File: config.mk
export PLATFORM = sky130hd
export DESIGN_NAME = module_ctrl_spi
export DESIGN_NICKNAME = d
export VERILOG_FILES = /design/src/rtl/pkg_global.sv /design/src/rtl/module_ctrl_spi.sv
export SDC_FILE = /design/constraint.sdc
export NUM_CORES = 1
export LEC_CHECK = 0
export CAP_MARGIN = 0
export CORE_ASPECT_RATIO = 0.7
export CORE_UTILIZATION = 30
export DETAILED_ROUTE_END_ITERATION = 8
export PLACE_DENSITY = 0.57
export SYNTH_ARGS = -nofsm -noshare
export SYNTH_HDL_FRONTEND = slang
export SYNTH_SLANG_ARGS = --single-unit
File: constraint.sdc
create_clock -name clk_i -period 3.3 [get_ports clk_i]
set_input_delay 0.99 -clock clk_i [delete_from_list [all_inputs] [get_ports clk_i]]
set_output_delay 0.99 -clock clk_i [all_outputs]
set_load 0.01 [all_outputs]
File: src/rtl/pkg_global.sv
// Shared definitions for the SPI transfer sequencer: FSM state encoding and
// control-word field positions used by both the decode and the readback.
package pkg_global;

    typedef enum logic [2:0] {
        IDLE  = 3'd0,
        FETCH = 3'd1,
        START = 3'd2,
        WAIT  = 3'd3,
        STORE = 3'd4,
        NEXT  = 3'd5,
        DONE  = 3'd6
    } state_t;

    localparam int SEND_BIT = 0;
    localparam int ALL1_BIT = 1;
    localparam int ALL0_BIT = 2;
    localparam int NTX_LSB  = 3;
    localparam int NTX_MSB  = 12;
    localparam int NRX_LSB  = 16;
    localparam int NRX_MSB  = 25;

endpackage

File: src/rtl/module_ctrl_spi.sv
// SPI transfer sequencer: owns the shared data buffer while a transfer runs,
// feeds each buffer byte to the shifter and writes the received byte back
// into the same slot. Buffer-side and handshake outputs are registered from
// the next-state values so they line up exactly with the FSM state; only
// tx_data_o is combinational because the buffer read data arrives in START.
module module_ctrl_spi
    import pkg_global::*;
#(
    parameter int ADDR_W = 10,
    parameter int DATA_W = 8
) (
    input  logic              clk_i,
    input  logic              rst_i,
    input  logic              ctrl_wr_i,
    input  logic [31:0]       ctrl_data_i,
    output logic [31:0]       ctrl_o,
    output logic              busy_o,
    output logic              hold_ctrl_o,
    output logic [ADDR_W-1:0] buf_addr_o,
    output logic [DATA_W-1:0] buf_wdata_o,
    output logic              buf_wr_o,
    input  logic [DATA_W-1:0] buf_rdata_i,
    output logic [DATA_W-1:0] tx_data_o,
    output logic              tx_start_o,
    input  logic [DATA_W-1:0] rx_data_i,
    input  logic              rx_done_i
);

    localparam logic [ADDR_W-1:0] IDX_ONE  = {{(ADDR_W-1){1'b0}}, 1'b1};
    localparam logic [ADDR_W-1:0] IDX_ZERO = {ADDR_W{1'b0}};
    localparam logic [DATA_W-1:0] BYTE_ONES = {DATA_W{1'b1}};
    localparam logic [DATA_W-1:0] BYTE_ZERO = {DATA_W{1'b0}};

    // FSM and control register state
    state_t            state_r,   state_next_s;
    logic [ADDR_W-1:0] idx_r,     idx_next_s;
    logic [ADDR_W-1:0] n_rx_r,    n_rx_next_s;
    logic [DATA_W-1:0] rx_byte_r, rx_byte_next_s;
    logic              send_r,    send_next_s;
    logic              all1_r,    all1_next_s;
    logic              all0_r,    all0_next_s;
    logic [ADDR_W-1:0] ntx_r,     ntx_next_s;

    // Registered output images
    logic              active_r,   active_next_s;
    logic [ADDR_W-1:0] addr_r,     addr_next_s;
    logic [DATA_W-1:0] wdata_r,    wdata_next_s;
    logic              wr_r,       wr_next_s;
    logic              tx_start_r, tx_start_next_s;

    // Control-word bits with no function; kept only to show they are read
    logic              ctrl_unused_s;
    assign ctrl_unused_s = ^{ctrl_data_i[31:NTX_MSB+1]};

    // State, counters, control register and output registers
    always_ff @(posedge clk_i or negedge rst_i) begin
        if (!rst_i) begin
            state_r    <= IDLE;
            idx_r      <= IDX_ZERO;
            n_rx_r     <= IDX_ZERO;
            rx_byte_r  <= BYTE_ZERO;
            send_r     <= 1'b0;
            all1_r     <= 1'b0;
            all0_r     <= 1'b0;
            ntx_r      <= IDX_ZERO;
            active_r   <= 1'b0;
            addr_r     <= IDX_ZERO;
            wdata_r    <= BYTE_ZERO;
            wr_r       <= 1'b0;
            tx_start_r <= 1'b0;
        end else begin
            state_r    <= state_next_s;
            idx_r      <= idx_next_s;
            n_rx_r     <= n_rx_next_s;
            rx_byte_r  <= rx_byte_next_s;
            send_r     <= send_next_s;
            all1_r     <= all1_next_s;
            all0_r     <= all0_next_s;
            ntx_r      <= ntx_next_s;
            active_r   <= active_next_s;
            addr_r     <= addr_next_s;
            wdata_r    <= wdata_next_s;
            wr_r       <= wr_next_s;
            tx_start_r <= tx_start_next_s;
        end
    end

    // Next-state, counter and control-register update logic
    always_comb begin
        state_next_s   = state_r;
        idx_next_s     = idx_r;
        n_rx_next_s    = n_rx_r;
        rx_byte_next_s = rx_byte_r;
        send_next_s    = send_r;
        all1_next_s    = all1_r;
        all0_next_s    = all0_r;
        ntx_next_s     = ntx_r;
        case (state_r)
            IDLE: begin
                // The control register is only writable while idle
                if (ctrl_wr_i) begin
                    send_next_s = ctrl_data_i[SEND_BIT];
                    all1_next_s = ctrl_data_i[ALL1_BIT];
                    all0_next_s = ctrl_data_i[ALL0_BIT];
                    ntx_next_s  = ctrl_data_i[NTX_MSB:NTX_LSB];
                    if (ctrl_data_i[SEND_BIT]) begin
                        idx_next_s   = IDX_ZERO;
                        n_rx_next_s  = IDX_ZERO;
                        state_next_s = FETCH;
                    end else begin
                        state_next_s = IDLE;
                    end
                end else begin
                    state_next_s = IDLE;
                end
            end
            FETCH: state_next_s = START;
            START: state_next_s = WAIT;
            WAIT: begin
                if (rx_done_i) begin
                    rx_byte_next_s = rx_data_i;
                    state_next_s   = STORE;
                end else begin
                    state_next_s = WAIT;
                end
            end
            STORE: begin
                // n_rx is allowed to wrap after a full 1024-byte transfer
                n_rx_next_s  = n_rx_r + IDX_ONE;
                state_next_s = NEXT;
            end
            NEXT: begin
                if (idx_r == ntx_r) begin
                    state_next_s = DONE;
                end else begin
                    idx_next_s   = idx_r + IDX_ONE;
                    state_next_s = FETCH;
                end
            end
            DONE: begin
                send_next_s  = 1'b0;
                state_next_s = IDLE;
            end
            default: state_next_s = IDLE;
        endcase
    end

    // Output values for the coming cycle, derived from the next state
    always_comb begin
        active_next_s   = 1'b0;
        addr_next_s     = IDX_ZERO;
        wdata_next_s    = BYTE_ZERO;
        wr_next_s       = 1'b0;
        tx_start_next_s = 1'b0;
        case (state_next_s)
            IDLE: begin
                active_next_s = 1'b0;
            end
            FETCH: begin
                active_next_s = 1'b1;
                addr_next_s   = idx_next_s;
            end
            START: begin
                active_next_s   = 1'b1;
                tx_start_next_s = 1'b1;
            end
            STORE: begin
                active_next_s = 1'b1;
                addr_next_s   = idx_next_s;
                wdata_next_s  = rx_byte_next_s;
                wr_next_s     = 1'b1;
            end
            WAIT, NEXT, DONE: begin
                active_next_s = 1'b1;
            end
            default: begin
                active_next_s = 1'b0;
            end
        endcase
    end

    // Byte to the shifter: fill patterns override buffer data, all-1s first
    always_comb begin
        tx_data_o = BYTE_ZERO;
        if (state_r == START) begin
            if (all1_r) begin
                tx_data_o = BYTE_ONES;
            end else if (all0_r) begin
                tx_data_o = BYTE_ZERO;
            end else begin
                tx_data_o = buf_rdata_i;
            end
        end else begin
            tx_data_o = BYTE_ZERO;
        end
    end

    // Control readback assembled from the register fields
    always_comb begin
        ctrl_o                   = 32'h0000_0000;
        ctrl_o[SEND_BIT]         = send_r;
        ctrl_o[ALL1_BIT]         = all1_r;
        ctrl_o[ALL0_BIT]         = all0_r;
        ctrl_o[NTX_MSB:NTX_LSB]  = ntx_r;
        ctrl_o[NRX_MSB:NRX_LSB]  = n_rx_r;
    end

    assign busy_o      = active_r;
    assign hold_ctrl_o = active_r;
    assign buf_addr_o  = addr_r;
    assign buf_wdata_o = wdata_r;
    assign buf_wr_o    = wr_r;
    assign tx_start_o  = tx_start_r;

endmodule

==> metrics.txt <==
# TYPE chip_impl_metric gauge
chip_impl_info{name="outcome",value="finished clean"} 1
chip_impl_metric{name="cts_resized",unit=""} 0
chip_impl_metric{name="global_route_wire_length_before_repair",unit="µm"} 11720
chip_impl_metric{name="power.density",unit="mW/mm²"} 840.3
chip_impl_metric{name="post-route-min-period",unit="ps"} 3171
chip_impl_metric{name="ys.warnings.count",unit=""} 0
chip_impl_metric{name="finalHoldViolations",unit=""} 0
chip_impl_metric{name="vias",unit=""} 2348
chip_impl_metric{name="synth_cells",unit=""} 279
chip_impl_metric{name="drv_cap",unit=""} 0
chip_impl_metric{name="initial_antenna_violation_count",unit=""} 0
chip_impl_info{name="worstPathCellList",value="clkdlybuf4s50_1, a21oi_1, nor2_1, clkdlybuf4s50_1"} 1
chip_impl_metric{name="top_level_ports",unit=""} 114
chip_impl_metric{name="synthesized_area_per_cell",unit="µm²"} 10.29
chip_impl_metric{name="numCtsBuffers",unit=""} 9
chip_impl_metric{name="drc_errors_left",unit=""} 0
chip_impl_metric{name="avgRoutedWirePerCell",unit="µm"} 14.12
chip_impl_info{name="final_cell_mix",value="clkdlybuf4s50_1, dfrtp_1, nand2_1, nor2_1, a21oi_1"} 1
chip_impl_metric{name="library_cells_used_by_synthesis",unit=""} 58
chip_impl_metric{name="worst-slew-pin-transition",unit="ps"} 660.2
chip_impl_metric{name="io_buffers",unit=""} 85
chip_impl_metric{name="dp_hpwl",unit="µm"} 4982
chip_impl_metric{name="initialDrtViolationCount",unit=""} 226
chip_impl_metric{name="ys_seq_elements",unit=""} 57
chip_impl_metric{name="final-instance-count-excl-fill",unit=""} 489
chip_impl_metric{name="area_delta_synth_final",unit="%"} 42.02
chip_impl_metric{name="critical_path_arrival",unit="ps"} 2180
chip_impl_metric{name="global_routing_usage_on_met1",unit="%"} 21.44
chip_impl_metric{name="max_slew_margin",unit="%"} 55.99
chip_impl_metric{name="clock_skew",unit="ps"} 10.25
chip_impl_metric{name="post-route-worst-setup-slack",unit="ps"} 128.6
chip_impl_info{name="crit_path_end_kind",value="output pin"} 1
chip_impl_metric{name="viasPerCell",unit=""} 4.802
chip_impl_info{name="min_path_type",value="flip-flop to flip-flop"} 1
chip_impl_metric{name="r2r.worst_path.cells",unit=""} 6
chip_impl_metric{name="grt_start_max_net_pins",unit=""} 29
chip_impl_metric{name="placement.setup.worst_slack",unit="ps"} 134.2
chip_impl_metric{name="place.detailed.instances",unit=""} 473
chip_impl_info{name="worst_r2r_endpoint",value="buf_addr_o[4]$_DFF_PN0_"} 1
chip_impl_metric{name="clk_latency",unit="ps"} 320
chip_impl_metric{name="path_clk_slew",unit="ps"} 50
chip_impl_metric{name="ctsHtreeMaxLevel",unit=""} 3
chip_impl_metric{name="detailed_router_iteration_count_before_antenna_repair",unit=""} 4
chip_impl_metric{name="worstPathRequired",unit="ps"} 2310
chip_impl_info{name="grt_most_used_layer",value="met1"} 1
chip_impl_metric{name="power_leakage",unit="nW"} 1.750
chip_impl_metric{name="maximum_fanout_encountered_on_the_critical_timing_path",unit=""} 1
chip_impl_metric{name="design.final.nets",unit=""} 414
chip_impl_metric{name="reg2reg_slack",unit="ps"} 1020
chip_impl_metric{name="worst_path_largest_cell_delay",unit="ps"} 560
chip_impl_metric{name="setup-tns-final",unit="ps"} 0
chip_impl_metric{name="start_util",unit="%"} 31.27
chip_impl_metric{name="globalRouteTotalUtil",unit="%"} 15.21
chip_impl_info{name="slowest_stage_cell_cp",value="clkdlybuf4s50_1"} 1
chip_impl_metric{name="grt_pass1_vias",unit=""} 2334
chip_impl_metric{name="max_freq",unit="MHz"} 315.3
chip_impl_metric{name="globalRouteOverflowTotal",unit=""} 0
chip_impl_metric{name="slew_viol_final",unit=""} 0
chip_impl_info{name="clock_tree.root_cell",value="clkbuf_16"} 1
chip_impl_metric{name="clock_path_buffers",unit=""} 2
chip_impl_metric{name="proportion_of_synthesized_chip_area_in_sequential_cells",unit="%"} 49.69
chip_impl_metric{name="drive_gt1_share",unit="%"} 12.33
chip_impl_metric{name="gr-usage-met3",unit="%"} 5.260
chip_impl_metric{name="gp_routability_congestion",unit=""} 0.7826
chip_impl_metric{name="p_sw_share",unit="%"} 34.87
chip_impl_info{name="unrepaired_setup_endpoints_after_global_routing",value="no"} 1
chip_impl_info{name="worst_setup_sp_type",value="primary input"} 1
chip_impl_metric{name="antenna_cells_inserted",unit=""} 0
chip_impl_metric{name="floorplan.die_area",unit="mm²"} 0.009969
chip_impl_metric{name="dieHeight",unit="µm"} 83.84
chip_impl_metric{name="core_area",unit="mm²"} 0.009180
chip_impl_metric{name="power.sequential.fraction",unit="%"} 33.9
chip_impl_metric{name="routed_wirelength",unit="µm"} 6905
chip_impl_metric{name="share_of_total_power_in_combinational_logic",unit="%"} 37.8
chip_impl_metric{name="vdd_drop_max",unit="V"} 0.0004636
chip_impl_info{name="setup.worst_path.end",value="tx_data_o[5]"} 1
chip_impl_info{name="worstSetupPathType",value="primary input to output pin"} 1
chip_impl_info{name="synth_ff_type",value="dfrtp_1"} 1
chip_impl_metric{name="postSynth.asyncResetShare",unit="%"} 100.0
chip_impl_metric{name="holdBufCountCts",unit=""} 0
chip_impl_metric{name="die-width",unit="µm"} 118.9
chip_impl_metric{name="met2_usage",unit="%"} 21.16
chip_impl_metric{name="synth-edff-count",unit=""} 0
chip_impl_metric{name="std_cell_rows",unit=""} 29
chip_impl_info{name="worst_path_most_repeated_cell",value="clkdlybuf4s50_1"} 1
chip_impl_info{name="rr_startpoint",value="state_r[2]$_DFF_PN0_"} 1
chip_impl_metric{name="setup_viol_count_final",unit=""} 0
chip_impl_metric{name="ant_nets",unit=""} 0
chip_impl_info{name="final_common_cell",value="clkdlybuf4s50_1"} 1
chip_impl_metric{name="power_switching",unit="W"} 0.001195
chip_impl_metric{name="share_clk_of_total_power",unit="%"} 28.3
chip_impl_metric{name="p_int",unit="W"} 0.002231
chip_impl_metric{name="number_of_buffers_inserted_by_post_cts_setup_repair",unit=""} 0
chip_impl_metric{name="cts.sink_count",unit=""} 57
chip_impl_info{name="tritoncts_clock_tree",value="built"} 1
chip_impl_metric{name="syn-cell-area",unit="mm²"} 0.002870
chip_impl_metric{name="finalCritPeriodShare",unit="%"} 96.10
chip_impl_info{name="worstSetupStartpoint",value="buf_rdata_i[5]"} 1
==> final cells by class <==
type / instances / area, µm²
multi-input combinational: 198 / 1281
fill: 881 / 5104
timing repair buffer: 91 / 890.9
inverter: 3 / 11.26
sequential: 57 / 1426
tap: 124 / 155.1
clock inverter: 6 / 82.58
clock buffer: 10 / 229.0
==> power by group through the flow <==
stage	Sequential, W	Clock [W]	Combinational [W]
6_report	0.00116	0.000968	0.00130
5_1_grt	0.00120	0.00103	0.00142
4_1_cts	0.00116	0.000995	0.00131
3_5_place_dp	0.00117	0	0.00130
3_3_place_gp	0.00116	0	0.00128
2_1_floorplan	0.00109	0	0.000799
==> Yosys cell counts (3+ instances only) <==
cell type / n / area [µm²]
and2_1: 12 / 75.07
buf_2: 7 / 35.03
xor2_1: 9 / 78.83
buf_4: 15 / 112.6
nor2_1: 21 / 78.83
nor3_1: 4 / 20.02
a21oi_1: 15 / 75.07
o311ai_1: 3 / 26.28
nand2_1: 23 / 86.33
o21ai_0: 12 / 60.06
clkbuf_1: 5 / 18.77
and3_1: 10 / 62.56
nand3_1: 14 / 70.07
dfrtp_1: 57 / 1426
a31oi_1: 5 / 31.28
mux2_2: 10 / 112.6
xnor2_1: 4 / 35.03
==> sequential cells by signal, summed over array words and instances (netlist names) <==
register     cells
send_r           1
tx_start_o       1
idx_r           10
n_rx_r          10
buf_addr_o      10
ntx_r           10
buf_wr_o         1
buf_wdata_o      8
state_r          3
all1_r           1
busy_o           1
all0_r           1
==> kinds of logic after synthesis <==
group / count (synthesis) / share of synthesized area (%)
buffers and inverters: 32 / 6.713
AO/OA/AOI/OAI: 58 / 13.38
XOR/XNOR: 15 / 5.100
AND/OR/NAND/NOR: 103 / 19.79
flip-flops: 57 / 49.69
multiplexers: 11 / 4.316
other: 1 / 0.1307
adder cells (fa/ha/maj): 2 / 0.8717
==> per-layer routing <==
metal	wire length [µm]	part of all wire, %
met1	3347	48
met2	2927	42
met3	586	8.5
met4	43	0.62
met5	0	0
==> critical path, delay by kind of cell <==
| kind | cells | cell delay, ps |
|---|---|---|
| and+or+nand+nor | 1 | 100 |
| AOI/OAI and AO/OA | 1 | 70 |
| buffers and inverters | 2 | 1020 |
==> how the worst min path moves through the flow <==
stage	start	endpoint	depth (start not counted)
after floorplan	send_r$_DFFE_PN0P_	send_r$_DFFE_PN0P_	2
after global placement	n_rx_r[5]$_DFFE_PN0P_	n_rx_r[5]$_DFFE_PN0P_	1
after detailed placement	n_rx_r[5]$_DFFE_PN0P_	n_rx_r[5]$_DFFE_PN0P_	1
after CTS	n_rx_r[5]$_DFFE_PN0P_	n_rx_r[5]$_DFFE_PN0P_	1
after global routing	n_rx_r[5]$_DFFE_PN0P_	n_rx_r[5]$_DFFE_PN0P_	1
final	n_rx_r[5]$_DFFE_PN0P_	n_rx_r[5]$_DFFE_PN0P_	1
==> stage by stage <==
stage	hold slack (ps)	power (W)	util, %	area, µm²
after floorplan	494.7	0.001892	-	2900
after global placement	517.5	0.002444	41.01	3765
after detailed placement	517.9	0.002468	41.01	3765
after CTS	525.1	0.003464	44.41	4076
after global routing	552.1	0.003650	44.41	4076
final	521.0	0.003425	44.41	4076
No activity file was read; power rests on OpenSTA's default activity.
